`config.mk`:
```
export PLATFORM = sky130hd
export DESIGN_NAME = uart_tx
export DESIGN_NICKNAME = d
export VERILOG_FILES = /design/src/rtl/uart_tx.sv
export SDC_FILE = /design/constraint.sdc
export NUM_CORES = 1
export LEC_CHECK = 0
export CAP_MARGIN = 40
export CORE_UTILIZATION = 40
export CTS_CLUSTER_SIZE = 40
export DETAILED_ROUTE_END_ITERATION = 10
export PLACE_DENSITY_LB_ADDON = 0.25
export SETUP_SLACK_MARGIN = 0.5
export SYNTH_ARGS = -nofsm -noshare
export SYNTH_HDL_FRONTEND = slang
export SYNTH_SLANG_ARGS = --single-unit
```
`constraint.sdc`:
```
create_clock -name clock -period 4.3 [get_ports clock]
set_clock_uncertainty 0.1 [all_clocks]
set_input_delay 1.075 -clock clock [delete_from_list [all_inputs] [get_ports clock]]
set_output_delay 1.075 -clock clock [all_outputs]
set_load 0.1 [all_outputs]
```
`src/rtl/uart_tx.sv`:
```
// UART transmitter: start bit, N_BITS data LSB first, SB_TICK-tick stop period, 16 ticks per bit.
// tx low on the accepting edge; tx_start is ignored while busy, so there is no queuing.
module uart_tx #(
  parameter int N_BITS  = 8,
  parameter int SB_TICK = 16
) (
  input  logic              clock,
  input  logic              reset,
  input  logic              tick,
  input  logic              tx_start,
  input  logic [N_BITS-1:0] din,
  output logic              tx,
  output logic              busy,
  output logic              tx_done
);

  localparam int S_MAX = (SB_TICK - 1 > 15) ? SB_TICK - 1 : 15;
  localparam int S_W   = $clog2(S_MAX + 1);
  localparam int N_W   = (N_BITS > 1) ? $clog2(N_BITS) : 1;

  typedef enum logic [1:0] {IDLE, START, DATA, STOP} state_t;

  state_t            state_q, state_d;
  logic [S_W-1:0]    s_q, s_d;
  logic [N_W-1:0]    n_q, n_d;
  logic [N_BITS-1:0] shift_q, shift_d;
  logic              tx_q, tx_d;
  logic              busy_q, busy_d;
  logic              done_q, done_d;

  always_ff @(posedge clock) begin
    if (reset) begin
      state_q <= IDLE;
      s_q     <= '0;
      n_q     <= '0;
      shift_q <= '0;
      tx_q    <= 1'b1;
      busy_q  <= 1'b0;
      done_q  <= 1'b0;
    end else begin
      state_q <= state_d;
      s_q     <= s_d;
      n_q     <= n_d;
      shift_q <= shift_d;
      tx_q    <= tx_d;
      busy_q  <= busy_d;
      done_q  <= done_d;
    end
  end

  always_comb begin
    state_d = state_q;
    s_d     = s_q;
    n_d     = n_q;
    shift_d = shift_q;
    tx_d    = tx_q;
    busy_d  = busy_q;
    done_d  = 1'b0;

    case (state_q)
      IDLE: begin
        tx_d   = 1'b1;
        busy_d = 1'b0;
        if (tx_start) begin
          shift_d = din;
          s_d     = '0;
          state_d = START;
          tx_d    = 1'b0;
          busy_d  = 1'b1;
        end
      end
      START: begin
        if (tick) begin
          if (s_q == S_W'(15)) begin
            s_d     = '0;
            n_d     = '0;
            state_d = DATA;
            tx_d    = shift_q[0];
          end else begin
            s_d = s_q + S_W'(1);
          end
        end
      end
      DATA: begin
        if (tick) begin
          if (s_q == S_W'(15)) begin
            s_d     = '0;
            shift_d = shift_q >> 1;
            if (n_q == N_W'(N_BITS - 1)) begin
              state_d = STOP;
              tx_d    = 1'b1;
            end else begin
              n_d  = n_q + N_W'(1);
              // next LSB is bit 1 of the pre-shift word
              tx_d = shift_q[1];
            end
          end else begin
            s_d = s_q + S_W'(1);
          end
        end
      end
      STOP: begin
        if (tick) begin
          if (s_q == S_W'(SB_TICK - 1)) begin
            s_d     = '0;
            state_d = IDLE;
            tx_d    = 1'b1;
            busy_d  = 1'b0;
            done_d  = 1'b1;
          end else begin
            s_d = s_q + S_W'(1);
          end
        end
      end
      default: begin
        state_d = IDLE;
        tx_d    = 1'b1;
        busy_d  = 1'b0;
      end
    endcase
  end

  assign tx      = tx_q;
  assign busy    = busy_q;
  assign tx_done = done_q;

endmodule

```
==> flow_metrics.py <==
metrics = {
    "timing": {
        "tns_ns": 0,
        "max_slew_margin_vs_limit_pct": 42.5,
        "hold_violations": 0,
        "timing_worst_slew_pin_value_ns": 0.863,
        "grt_setup_unrepaired": "no",
        "setup_viol": 0,
        "period_minus_slack_ns": 2.71,
        "maxClockFrequency_mhz": 369,
        "final.period_utilization_pct": 63.0,
        "maxSlewViolCount": 0,
    },
    "worst_hold_path": {
        "hold_path_depth": 2,
        "hold-path-endpoint": "n_q[2]",
        "hp-class": "flip-flop to flip-flop",
        "min_from": "n_q[2]",
    },
    "critical_path": {
        "worstPathBufferInverterCount": 1,
        "worst_r2r_start": "state_q[0]",
        "worst-endpoint-arrival_ns": 2.83,
        "worst-r2r-cell-count": 6,
        "critical_path.max_fanout": 15,
        "critical_path_depth": 5,
        "path_cells": "clkdlybuf4s50_1, nand4_4, a211oi_4, nor2_1, a211oi_1",
        "crit_slowest_cell": "a211oi_4",
        "criticalPathCategory": "input port to flip-flop",
        "cp_data_required_time_ns": 4.42,
        "timing.critical_path.from": "tick",
        "reg2reg_to": "shift_q[3]",
        "crit_path_start_kind": "input port",
        "critical_path.top_delay_family": "compound AO/OA/AOI/OAI gates",
        "critPathMaxStageDelay_ns": 0.63,
        "reg2reg_slack_ns": 1.81,
        "critical_path.endpoint_type": "flip-flop",
    },
    "floorplanning": {
        "design.die.area_um2": 2930,
        "die_height_um": 54.1,
        "chipWidth_um": 54.1,
        "row_count": 18,
        "io_pins": 15,
        "placeableCoreArea_um2": 2520,
        "initial_core_utilization_pct": 43.1,
    },
    "clock_tree": {
        "clk_transition_reported_paths_ns": 0.11,
        "cts-htree-levels": 1,
        "clk_latency_ns": 0.30,
        "cts_sinks": 20,
        "max-clock-path-buffers": 2,
        "cell_at_the_root_of_the_clock_tree": "clkbuf_4",
        "cts_buffers": 3,
        "postCtsSetupBuffers": 0,
        "post_cts.resized_instances": 0,
        "cts_tree": "done",
        "cts-hold-fix-buffers": 0,
    },
    "power_and_ir_drop": {
        "final_total_power_mw": 0.777,
        "vdd.ir_drop.worst_mv": 0.530,
        "power_leakage_nw": 0.521,
        "power_dens_cells_nw_per_um2": 597,
    },
    "logic_synthesis": {
        "synth-async-reset-ratio_pct": 0,
        "synthTopCellsByArea": "dfxtp_1, ha_1, mux2i_1",
        "synth.most_common_cell": "dfxtp_1",
        "yosysSeqAreaShare_pct": 36.9,
        "synth_fp_nets": 141,
        "area_of_the_mapped_netlist_um2": 1090,
        "yosys_warnings": 0,
        "synth.distinct_cells": 34,
        "netlist_instances": 122,
        "ys_ff_latch": 20,
        "synth_flop_cell": "dfxtp_1",
        "number_of_enable_flip_flop_cells_after_synthesis": 0,
        "yosys.area.top_type_share_pct": 36.9,
        "most_used_standard_cells_in_the_synthesized_netlist": "dfxtp_1, nor2_1, a21oi_1, mux2i_1",
        "synth_area_per_cell_um2": 8.90,
        "synth_top_area_cell": "dfxtp_1",
    },
    "drt": {
        "post_detailed_route_wirelength_per_cell_um": 12.8,
        "detailed_route_vias_per_instance": 5.48,
        "detailedRoute.firstPassIterationCount": 4,
        "detailed_router_s_first_iteration_violation_count": 15,
        "number_of_remaining_drc_errors": 0,
        "routed_wirelength_um": 2130,
        "detail-route-antenna-nets": 0,
        "routed-via-count": 910,
    },
    "run": {
        "maxCapViolations": 0,
    },
    "grt": {
        "grt_first_pass_wirelength_um": 3730,
        "grt_start_max_net_pins": 21,
        "globalRouteTotalUtil_pct": 18.0,
        "antenna_found_initial": 0,
        "grt_pass1_vias": 882,
        "grt-ovfl-total": 0,
    },
    "run_status": {
        "run_status": "complete, no violations",
    },
    "placement": {
        "post-dp-hpwl_um": 1540,
        "portBuffers": 14,
        "gp_weighted_congestion": 0.730,
    },
    "finish": {
        "layout-area-overhead-vs-synth_pct": 19.8,
        "filler_cell_count": 238,
        "drive_above_1_share_pct": 9.56,
        "ant_diodes": 0,
        "fin_nets": 157,
    },
}
[cell usage in the layout (no fill, tap or decap), drive strengths merged]
master         synthesis  routed
and3                   1       1
or2                    1       1
buf                    4       4
o211ai                 2       2
a2bb2oi                1       1
a41o                   1       1
a21oi                 10      10
nand4b                 1       1
o21ai                  3       3
nand2b                 2       2
nand2                  6       6
mux2i                  8       8
nor3                   1       1
a21o                   1       1
clkbuf                 3       3
and4                   1       1
a211o                  1       1
dfxtp                 20      20
or2b                   1       1
a211oi                 9       9
nand4                  3       3
o31ai                  1       1
o311a                  1       1
nor2b                  1       1
inv                    7       7
clkdlybuf4s50          0      14
a31oi                  1       1
nand3                  6       6
ha                     7       7
nor4b                  1       1
nor2                  17      17
[area by class of cell]
cell class              instances  area, um2  area share, %
clock buffers                   3       22.5           1.73
inverters                       7       26.3           2.02
multi-input cells              88        622           47.8
flip-flops and latches         20        400           30.8
well taps                      30       37.5           2.88
repair buffers                 18        193           14.8
[layer usage]
metal	track usage (%)	up-vias	part of all wire (%)
met1	20.7	425	46
met2	30.7	16	48
li1	-	463	-
met5	0	-	0
met3	3.11	6	3.3
met4	11.5	0	2.8
[registers in the layout (all words and copies together) (netlist names)]
register,cells
s_q,4
busy,1
tx,1
shift_q,8
state_q,2
tx_done,1
n_q,3
[through the flow]
stage	area, um2	instances	hold slack, ns	worst slack, ns	util [%]
floorplan	1090	122	0.336	2.19	-
global placement	1230	160	0.343	1.34	48.9
detailed placement	1280	163	0.355	1.26	50.7
CTS	1300	166	0.371	1.59	51.6
global route	1300	166	0.397	1.44	51.6
finish	1300	166	0.368	1.59	51.6
[worst max-delay path by stage]
stage                  to  slack [ns]
2_1_floorplan  shift_q[4]        2.19
3_3_place_gp   shift_q[3]        1.34
3_5_place_dp   shift_q[1]        1.26
4_1_cts        shift_q[1]        1.59
5_1_grt        shift_q[4]        1.44
6_report       shift_q[3]        1.59
[tightest hold or removal path, cell delays in order (launching register included)]
cell     delay (ns)
dfxtp_1        0.33
nand2_1        0.05
a21oi_1        0.05
[where the power goes]
group	leakage (nW)	switching [mW]	internal, mW
Sequential	0.164	0.0286	0.231
Combinational	0.343	0.251	0.177
Clock	0.0138	0.0575	0.0326
[cell families after synthesis]
kind of cell    synth area share, %
buf+inv                        5.88
flops                          36.9
compound gates                 21.5
simple gates                   20.3
mux                            7.37
fa+ha+maj                      8.06
Power figures use the tool's default switching activity.
